$ cat src/rtl/moving_average_filter.sv
// Streaming moving-average filter over a run-time selectable power-of-two window,
// with valid/ready handshakes on both sides and optional signed/rounded arithmetic.
module moving_average_filter #(
   parameter int DATA_W     = 8,
   parameter int MAX_LOG2   = 4,
   parameter int RESET_LOG2 = 3,
   parameter int SIGNED     = 0,
   parameter int ROUND      = 0
) (
   input  logic                            clk,
   input  logic                            reset,
   input  logic                            clear,
   input  logic [$clog2(MAX_LOG2+1)-1:0]   win_log2,
   input  logic [DATA_W-1:0]               in_data,
   input  logic                            in_valid,
   output logic                            in_ready,
   output logic [DATA_W-1:0]               out_data,
   output logic                            out_valid,
   input  logic                            out_ready,
   output logic                            window_full,
   output logic [$clog2(MAX_LOG2+1)-1:0]   win_active,
   output logic [1:0]                      dbg_state
);

   localparam int WL_W   = $clog2(MAX_LOG2 + 1);
   localparam int D      = 1 << MAX_LOG2;
   localparam int SUM_W  = DATA_W + MAX_LOG2;
   localparam int FILL_W = MAX_LOG2 + 1;

   // Handshake rule: a transfer happens on a rising edge where valid and ready
   // are both 1; valid, once raised, holds its data until that edge.

   typedef enum logic [1:0] {
      IDLE   = 2'd0,
      FETCH  = 2'd1,
      UPDATE = 2'd2
   } state_t;

   state_t              state, state_nxt;
   logic [DATA_W-1:0]   x_reg;
   logic [SUM_W-1:0]    oldest_reg;
   logic [SUM_W-1:0]    sum;
   logic [SUM_W-1:0]    sum_nxt;
   logic [SUM_W-1:0]    rnd;
   logic [SUM_W-1:0]    rounded;
   logic [DATA_W-1:0]   avg;
   logic [FILL_W-1:0]   fill;
   logic [FILL_W-1:0]   n_val;
   logic [MAX_LOG2-1:0] wr_ptr;
   logic [MAX_LOG2-1:0] rd_idx;
   logic [WL_W-1:0]     win_clamped;
   logic                accept;
   logic [DATA_W-1:0]   mem [D];

   function automatic logic [SUM_W-1:0] ext(input logic [DATA_W-1:0] v);
      ext = {{MAX_LOG2{(SIGNED != 0) && v[DATA_W-1]}}, v};
   endfunction

   assign n_val       = FILL_W'(1) << win_active;
   assign window_full = (fill == n_val);
   // N is a power of two no larger than D, so its low bits give (wr_ptr - N) mod D.
   assign rd_idx      = wr_ptr - n_val[MAX_LOG2-1:0];
   assign win_clamped = (win_log2 > WL_W'(MAX_LOG2)) ? WL_W'(MAX_LOG2) : win_log2;
   assign in_ready    = (state == IDLE) && !clear && (!out_valid || out_ready);
   assign accept      = in_valid && in_ready;
   assign dbg_state   = state;
   assign sum_nxt     = sum + ext(x_reg) - oldest_reg;
   assign rounded     = sum_nxt + rnd;

   always_comb begin
      rnd = '0;
      if ((ROUND != 0) && (win_active != '0))
         rnd = SUM_W'(1) << (win_active - WL_W'(1));
   end

   always_comb begin
      avg = '0;
      if (SIGNED != 0)
         avg = DATA_W'($signed(rounded) >>> win_active);
      else
         avg = DATA_W'(rounded >> win_active);
   end

   always_comb begin
      state_nxt = state;
      case (state)
         IDLE:    if (accept) state_nxt = FETCH;
         FETCH:   state_nxt = UPDATE;
         UPDATE:  state_nxt = IDLE;
         default: state_nxt = IDLE;
      endcase
   end

   always_ff @(posedge clk or posedge reset) begin
      if (reset) begin
         state      <= IDLE;
         x_reg      <= '0;
         oldest_reg <= '0;
         sum        <= '0;
         fill       <= '0;
         wr_ptr     <= '0;
         out_data   <= '0;
         out_valid  <= 1'b0;
         win_active <= WL_W'(RESET_LOG2);
      end else if (clear) begin
         // Flush drops any sample in flight and adopts the new window.
         state      <= IDLE;
         sum        <= '0;
         fill       <= '0;
         wr_ptr     <= '0;
         out_valid  <= 1'b0;
         win_active <= win_clamped;
      end else begin
         state <= state_nxt;
         if (out_valid && out_ready)
            out_valid <= 1'b0;
         if (accept)
            x_reg <= in_data;
         if (state == FETCH)
            oldest_reg <= window_full ? ext(mem[rd_idx]) : '0;
         if (state == UPDATE) begin
            sum       <= sum_nxt;
            wr_ptr    <= wr_ptr + MAX_LOG2'(1);
            if (!window_full)
               fill <= fill + FILL_W'(1);
            out_data  <= avg;
            out_valid <= 1'b1;
         end
      end
   end

   // Sample storage is never reset; unwritten slots are masked by fill.
   always_ff @(posedge clk) begin
      if (!clear && (state == UPDATE))
         mem[wr_ptr] <= x_reg;
   end

endmodule

$ cat config.mk
export PLATFORM = sky130hd
export DESIGN_NAME = moving_average_filter
export DESIGN_NICKNAME = d
export VERILOG_FILES = /design/src/rtl/moving_average_filter.sv
export SDC_FILE = /design/constraint.sdc
export NUM_CORES = 1
export LEC_CHECK = 0
export CORE_MARGIN = 2
export CORE_UTILIZATION = 66
export DETAILED_ROUTE_END_ITERATION = 8
export HOLD_SLACK_MARGIN = 0.15
export PLACE_DENSITY = 0.92
export SYNTH_ARGS = -nofsm -noshare
export SYNTH_HDL_FRONTEND = slang
export SYNTH_SLANG_ARGS = --single-unit
$ cat constraint.sdc
create_clock -name clk -period 9.71 [get_ports clk]
set_input_delay 0.971 -clock clk [delete_from_list [all_inputs] [get_ports clk]]
set_output_delay 0.971 -clock clk [all_outputs]
set_load 0.005 [all_outputs]
### Yosys cells after proc, flatten, opt, wreduce, memory -nomap -nowiden

Memory sizes are Yosys's and may differ from the RTL's.
Index checks and enable logic that the tools add are counted.

| storage, ports and cells | value |
|---|---|
| bits in registers | 55 |
| memory bits (writable) | 128 |
| bits of input ports | 16 |
| output and inout bits | 16 |
| memories | 1 |

Memory list:

| memory | depth | bits a word | read ports | clocked after Yosys merged registers in | write ports | RTL line | text |
|---|---|---|---|---|---|---|---|
| mem | 16 | 8 | 1 | 0 | 1 | 53 | `logic [DATA_W-1:0] mem [D];` |

| cells by class | value |
|---|---|
| add/sub/neg operators | 5 |
| magnitude comparators | 1 |
| equality and inequality tests | 5 |
| shift operators | 2 |
| muxes and demuxes | 17 |
| bitwise gates (word level) | 1 |
| reduce and logical (&&, ||, !) cells | 15 |

Operators with widths:

| operator | number |
|---|---|
| 12-bit 2-to-1 mux | 2 |
| 5-bit 2-to-1 mux | 3 |
| 12-bit by 8-bit adder with 12-bit output | 1 |
| 12-bit by 3-bit right shift with 8-bit output | 1 |
| 12-bit subtractor | 1 |
| 4-bit 2-to-1 mux | 2 |
| 8-bit 2-to-1 mux | 1 |
| 2-bit AND reduction | 4 |
| 5-bit by 1-bit adder with 5-bit output (second input constant) | 1 |
| 5-bit == test | 1 |
| 1-bit logical AND | 5 |
| 1-bit 2-to-1 mux | 5 |
| 1-bit by 3-bit << shifter with 5-bit output (first input constant) | 1 |
| 4-bit by 1-bit adder with 4-bit output (second input constant) | 1 |
| 2-bit 2-to-1 mux | 2 |
| 2-bit case mux with 2 select lines | 1 |
| 4-bit subtractor | 1 |
| 3-bit > comparator (second input constant) | 1 |
| 3-bit 2-to-1 mux | 1 |
| 3-bit inequality test (second input constant) | 1 |
| 3-bit nonzero test | 1 |
| 2-bit by 1-bit == test with 1-bit output (second input constant) | 1 |
| 2-bit == test (second input constant) | 1 |
| 1-bit zero test | 2 |
| 5 further kinds | 5 |

### Longest topological paths before layout

Gate-level depths: netlist of the first run.

| depth | value |
|---|---|
| depth in word-level cells | 7 |
| depth in mapped cells | 13 |

### Worst setup path after synthesis of the first run

No wires, ideal clock.

| timing | value |
|---|---|
| kind | register to register |
| start | register x_reg[2] |
| end | register out_data[7] |
| data arrival time | 3,005 ps |
| required time | 9,623 ps |
| path slack | 6,618 ps |
| stages on the path, launching flop included | 12 |
| cells stage by stage | dfrtp_1 -> inv_1 -> fa_1 -> inv_1 -> ha_1 -> nor2b_4 -> o31a_4 -> o22a_2 -> a21oi_2 -> mux2_2 -> nand3b_1 -> o211ai_1 |

| between the ends | value |
|---|---|
| cells in the longest elaborated chain, start to end | 3 |

Ends and longest elaborated chain:

| item | RTL line | text |
|---|---|---|
| start: declaration | 40 | `logic [DATA_W-1:0] x_reg;` |
| start signal: assignment | 118 | `x_reg <= in_data;` |
| 12-bit by 8-bit adder with 12-bit output | 67 | `assign sum_nxt = sum + ext(x_reg) - oldest_reg;` |
| 12-bit subtractor | 67 |  |
| 12-bit by 3-bit right shift with 8-bit output | 81 | `avg = DATA_W'(rounded >> win_active);` |
| end signal: assignment | 126 | `out_data <= avg;` |
| end: declaration | 17 | `output logic [DATA_W-1:0] out_data,` |

No other way between the ends.
A chain may end at the register's enable or synchronous reset.

### Worst setup path after layout of the first run

| timing | value |
|---|---|
| start | register x_reg[1] |
| end | register out_data[6] |

The elaborated chain is that of the path after synthesis.

==> qor.txt, run 1 <==
Final Wtd Congestion - 0.960
Worst hold stages - 2
Die Y - 119 um
Final core utilization - 0.760
Initial antenna violation count - 0
Slew margin rel. - 0.104
Half-perimeter wire length after placement - 13700 um
Crit path capture type - flop
DR WL/cell - 25.4 um
Synthesized area - 8650 um2
Final Cell Area - 9660 um2
Synth Flop Type - edfxtp_1
Top post-synthesis cells by area - edfxtp_1, dfrtp_1, mux4_2
Post-synth EDFFs - 128
Initial core utilization - 0.680
# diodes - 0
Synthesized area per cell - 13.3 um2
Peak supply drop - 184 uV
Total core area - 12700 um2
Status - complete, no violations
Biggest register - mem
First-pass GRT wire length - 33800 um
Setup_tns - 0 ns
GR Overflow Total - 0
Slew @ Worst Pin - 1.34 ns
Clk sinks - 179
DR vias - 5859
CTS Root Cell - clkbuf_16
Cell taking the most area after synthesis - edfxtp_1
#FFs+latches synth - 179
Post-Syn Instances - 650
Hold Fails Final Rpt - 0
Crit path cell chain - inv_1 -> fa_1 -> inv_1 -> ha_1 -> a21oi_2 -> o211a_1 -> a21oi_1 -> a311oi_1 -> mux2i_1 -> o211ai_1 -> a31oi_1
Reg2Reg Depth - 11
MaxCap Viol Count - 0
Total power - 2.44 mW
# hold bufs at CTS - 0
Final nets - 721
Max reg flops - 128
Max-slew violation count - 0
Vias in the first global route - 5843
Critical path's largest stage delay - 0.73 ns
Sequential area share after synthesis - 0.592
Post-CTS sizing - 0
Post-CTS Setup Inserts - 0
Hold endpoint - out_data[7]
Worst Path Required - 9.96 ns
Final setup violation count - 0
Die X - 119 um
Pin count of the biggest net entering global routing - 52
CP Max Fanout - 17
Biggest registers after layout - mem (128), sum (12)
CP max-delay cell - a311oi_1
Clk_lat worst skew - 0.42 ns
CTS tree - yes
Final antenna-violating net count - 0
Clock buffer depth - 2
Vias per inst - 6.80
CTS H-Tree Depth - 4
Most used cell, CP - inv_1
I/O pin count - 32
DP Area - 9090 um2
Total CTS buffers - 17
WP data arrival - 4.21 ns
Worst reg2reg path startpoint - x_reg[1]
Post-synth net total - 695
Crit share post-route - 0.408
Area grow syn2layout - 11.7%
Die footprint - 14000 um2
Reg-to-reg setup timing slack - 5.75 ns
Share of cells above drive strength 1 - 0.138
Synth cell types - 67
Yosys warns - 0
Wirelength, routed - 21900 um
Top-count cell post-synth - edfxtp_1
Power Dens Cells - 253 nW/um2
CTS clock-pin slew for the worst setup and hold paths - 0.07 ns
DRC - 0
Leak - 3.65 nW
Port buffer count - 31
GRT Total Usage - 0.326
Hold wc startpoint - out_data[7]
Commonest cells post-synth - edfxtp_1, inv_1, nand2_1
Maximum clock rate - 252 MHz
Async set-or-reset flop fraction in the synthesized netlist - 0.285
RSZ-0062 raised after global routing - no
R2R Path End - out_data[6]
Fin crit period - 3.96 ns
DRT iter0 DRCs - 798
CP startpoint kind - flop
CP Class - reg2reg
Area share of the largest cell type after synthesis - 0.444
Num rows - 41
Hold crit path type - reg2reg
Final Skew - 0.00927 ns
Router iterations before antenna repair - 9
[worst max-delay path, delay by kind of cell (launching register included)]
kind,cells,cell delay [ns]
mux,1,0.21
fa+ha+maj,2,0.98
flops,1,0.65
buf+inv,2,0.25
compound gates,6,1.70
[layer usage]
| layer | up-vias | part of all wire | global-route usage |
|---|---|---|---|
| met5 | - | 0 | 0 |
| met4 | 0 | 0.046 | 0.122 |
| met3 | 101 | 0.098 | 0.0787 |
| met2 | 464 | 0.50 | 0.535 |
| met1 | 2850 | 0.36 | 0.427 |
| li1 | 2444 | - | - |
[cell type report]
type | instances | area [um2]
flip-flops and latches | 179 | 5120
multi-input cells | 386 | 3200
fillers | 747 | 3060
clock buffers | 21 | 483
repair buffers | 34 | 333
inverters | 58 | 218
well taps | 172 | 215
clock inverters | 11 | 88.8
[worst max path at each step]
stage                          endpoint  cells past startpoint     startpoint  slack (ns)
after floorplan             out_data[7]                     11       x_reg[2]        6.62
after global placement    oldest_reg[7]                      8  win_active[1]        6.01
after detailed placement  oldest_reg[6]                      8  win_active[1]        5.95
after CTS                 oldest_reg[6]                      8  win_active[1]        5.84
after global routing      oldest_reg[7]                      8  win_active[1]        5.66
final                       out_data[6]                     11       x_reg[1]        5.75
[per-stage QoR]
stage	worst slack, ns	hold slack, ns	cells
6_report	5.75	0.509	861
5_1_grt	5.66	0.555	861
4_1_cts	5.84	0.510	861
3_5_place_dp	5.95	0.495	829
3_3_place_gp	6.01	0.481	829
2_1_floorplan	6.62	0.462	650
[where the power goes]
part | total [mW] | internal, mW | switching [mW] | leakage [nW]
Clock | 0.662 | 0.365 | 0.297 | 0.284
Combinational | 0.840 | 0.342 | 0.497 | 1.54
Sequential | 0.942 | 0.882 | 0.0593 | 1.83
Total | 2.44 | 1.59 | 0.854 | 3.65
[kinds of logic (layout without fill, tap and decap cells)]
group	Yosys count	in the layout	share of synthesized area
xor gates and xnor gates	18	18	0.0182
DFF	179	179	0.592
buffers and inverters	85	124	0.0392
AOI/OAI and AO/OA	110	110	0.0868
muxes	62	62	0.123
adders and majority gates	29	29	0.0497
and+or+nand+nor	167	167	0.0907
[cells in the final DEF (no fill, tap or decap), types with 3 or more instances in the layout]
master,synthesis,final
nor2_1,47,47
clkbuf_16,0,19
a21o_1,5,5
buf_4,0,3
nor3_1,7,7
a21oi_2,3,3
mux2i_1,16,16
inv_2,2,3
a21oi_1,30,30
o21ai_1,12,12
ha_1,20,19
dfrtp_1,49,49
xor2_1,11,10
mux2_2,11,11
nand2_1,56,56
o21ai_0,13,13
a211oi_1,10,10
fa_1,9,8
inv_1,56,55
nor2b_1,4,4
o2111ai_1,3,3
clkdlybuf4s50_1,0,31
and2_1,18,18
nand3_1,11,11
nand4_1,3,3
nand2b_1,6,6
and3_1,3,3
mux4_2,33,33
inv_6,0,4
xnor2_1,7,7
edfxtp_1,128,128
(Power assumes the default switching activity.)
==> run 2, diff against run 1 <==
--- a/config.mk
+++ b/config.mk
@@ -6,10 +6,10 @@
 export NUM_CORES = 1
 export LEC_CHECK = 0
 export CORE_MARGIN = 2
-export CORE_UTILIZATION = 66
+export CORE_UTILIZATION = 61
 export DETAILED_ROUTE_END_ITERATION = 8
 export HOLD_SLACK_MARGIN = 0.15
-export PLACE_DENSITY = 0.92
+export PLACE_DENSITY = 0.87
 export SYNTH_ARGS = -nofsm -noshare
 export SYNTH_HDL_FRONTEND = slang
 export SYNTH_SLANG_ARGS = --single-unit
==> constraint.sdc (replaced) <==
create_clock -name clk -period 3.83 [get_ports clk]
set_input_delay 0.383 -clock clk [delete_from_list [all_inputs] [get_ports clk]]
set_output_delay 0.383 -clock clk [all_outputs]
set_load 0.005 [all_outputs]
==> run 2 against run 1 <==
- power is 150% higher
- cell count up 2.6%
- core utilization is 5.3 points lower
- cell area increased by 1.5%
- first-iteration DRC count fell by 32%
- critical path depth stayed put
==> qor.txt, run 2 (synthesis results as in run 1) <==
Status - complete, no violations
Slew margin rel. - 0.263 (+0.159)
Worst Path Required - 4.18 ns (-5.78 ns)
Switching fraction of total power - 0.343 (-0.00649)
Biggest registers after layout - mem (128), sum (12)
Setup_tns - 0 ns (unchanged)
Final nets - 735 (+1.9%)
Maximum clock rate - 281 MHz (+12%)
Max-slew violation count - 0 (unchanged)
First-pass GRT wire length - 30300 um (-10%)
Post-CTS sizing - 0 (unchanged)
GR Overflow Total - 0 (unchanged)
Metal3 WL - 1520 um (-29%)
Fillers - 914 (+22%)
Hold crit path type - in2reg
DRC - 0 (unchanged)
Pre-CTS setup slack - 0.327 ns (-5.62 ns)
Port buffer count - 31 (unchanged)
CP max-delay cell - dfrtp_1
Met1 WL - 7490 um (-4.5%)
Clk sinks - 179 (unchanged)
Final Skew - 0.0107 ns (+0.00140 ns)
Top sig layer - met4
Critical path's largest stage delay - 0.62 ns (-0.11 ns)
Initial core utilization - 0.623 (-0.0568)
Final antenna-violating net count - 0 (unchanged)
Power Dens Cells - 619 nW/um2 (+140%)
DR WL/cell - 21.8 um (-14%)
GRT Total Usage - 0.276 (-0.0499)
Die footprint - 15200 um2 (+7.9%)
CTS tree - yes
Crit path cell chain - inv_1 -> fa_1 -> inv_1 -> ha_1 -> a21oi_2 -> o2111ai_1 -> a2111oi_0 -> a311oi_2 -> a221oi_1 -> nand3b_1 -> o211ai_1
Post-CTS Setup Inserts - 0 (unchanged)
Critical path buffer and inverter count - 2 (unchanged)
Crit share post-route - 0.928 (+0.520)
DR vias - 5557 (-5.2%)
Clk_lat worst skew - 0.44 ns (+0.02 ns)
MaxCap Viol Count - 0 (unchanged)
Wirelength, routed - 19300 um (-12%)
Internal power - 3.99 mW (+150%)
Biggest register - mem
Vias per inst - 6.29 (-7.5%)
Max reg flops - 128 (unchanged)
Final Wtd Congestion - 0.955 (-0.54%)
Leak - 3.73 nW (+2.2%)
Most used cell, CP - inv_1
Setup WS post-layout - 0.277 ns (-5.47 ns)
Die Y - 123 um (+3.9%)
Total CTS buffers - 17 (unchanged)
Hold Fails Final Rpt - 0 (unchanged)
Num rows - 43 (+4.9%)
RSZ-0062 raised after global routing - no
Hold Slack - 0.467 ns (-0.0425 ns)
Clock Power Share - 0.273 (+0.002)
CP Class - reg2reg
Router iterations before antenna repair - 6 (-3)
Fin crit period - 3.55 ns (-0.409 ns)
WP data arrival - 3.91 ns (-0.30 ns)
Share of cells above drive strength 1 - 0.159 (+0.0214)
Pin count of the biggest net entering global routing - 52 (unchanged)
Most common cell after layout, fill and taps aside - edfxtp_1
Half-perimeter wire length after placement - 13000 um (-5.8%)
CP Max Fanout - 17 (unchanged)
Sequential power share - 0.385 (about the same)
CTS Root Cell - clkbuf_16
Total core area - 13900 um2 (+9.1%)
CTS H-Tree Depth - 4 (unchanged)
CP delay by family, top - compound AO/OA/AOI/OAI gates
# hold bufs at CTS - 0 (unchanged)
# diodes - 0 (unchanged)
Clock buffer depth - 2 (unchanged)
Area grow syn2layout - 13.3%
Commonest cells after routing, fill and taps aside - edfxtp_1, nand2_1, inv_1, dfrtp_1, nor2_1
Die X - 123 um (+3.9%)
Final setup violation count - 0 (unchanged)
CP startpoint kind - flop
I/O pin count - 32 (unchanged)
Slew @ Worst Pin - 1.11 ns (-0.237 ns)
Vias in the first global route - 5524 (-5.5%)
Switch Pwr - 2.08 mW (+140%)
CTS clock-pin slew for the worst setup and hold paths - 0.07 ns (about the same)
Combinational Power Share - 0.342 (-0.002)
Peak supply drop - 358 uV (+95%)
Crit path capture type - flop
Initial antenna violation count - 0 (unchanged)
Met2 WL - 9660 um (-12%)
DRT iter0 DRCs - 541 (-32%)
==> run 2: cell types whose count changed in the layout (fill, tap and decap cells not counted) <==
cell and change:
clkbuf_1 -2, inv_6 -1, clkinv_8 +2, clkinv_4 +3, inv_8 +1, fa_2 -1
clkbuf_16 -2, clkinv_1 -1, buf_12 +2, buf_4 +12, fa_1 +1, a311oi_2 +1
a311oi_1 -1
==> run 2: final cells by class <==
class	count	area, um2	share of cell area
tap	180	225	0.0230
multi-input combinational	386	3210	0.327
clock inverter	15	146	0.0149
clock buffer	17	425	0.0434
inverter	58	218	0.0222
sequential	179	5120	0.522
timing repair buffer	48	463	0.0472
==> run 2: power groups by stage <==
stage	logic (mW)	clock network, mW	registers, mW
after floorplan	1.43	0	2.37
after global placement	1.96	0	2.36
after detailed placement	2.00	0	2.37
after CTS	2.04	1.67	2.33
after global routing	2.26	1.75	2.34
final	2.08	1.66	2.33
==> run 2: final timing paths <==
path / end / slack (ns) / from / cells past startpoint
worst max-delay path: out_data[7] / 0.28 / x_reg[1] / 11
worst min-delay path: win_active[1] / 0.47 / win_log2[1] / 3
max in group asynchronous: x_reg[2] / 2.60 / reset / 2
worst max register to register: out_data[7] / 0.28 / x_reg[1] / 11
min in group asynchronous: out_valid / 0.53 / reset / 2
worst min register to register: sum[6] / 0.52 / sum[6] / 2
==> run 2: worst min-delay path, delay by kind of cell <==
family / cells / cell delay (ns)
compound gates: 1 / 0.06
simple gates: 1 / 0.06
buf+inv: 1 / 0.39
==> run 2: layer usage <==
metal,up-vias,GRT usage
li1,2472,-
met1,2744,0.371
met2,290,0.442
met3,51,0.0572
met4,0,0.116
met5,-,0
==> run 2: through the flow <==
stage	power, mW	instances	util	instance area [um2]
6_report	6.07	883	0.707	9810
3_3_place_gp	4.32	851	0.665	9230
5_1_grt	6.36	883	0.707	9810
2_1_floorplan	3.79	650	-	8650
4_1_cts	6.04	883	0.706	9800
3_5_place_dp	4.37	851	0.665	9230
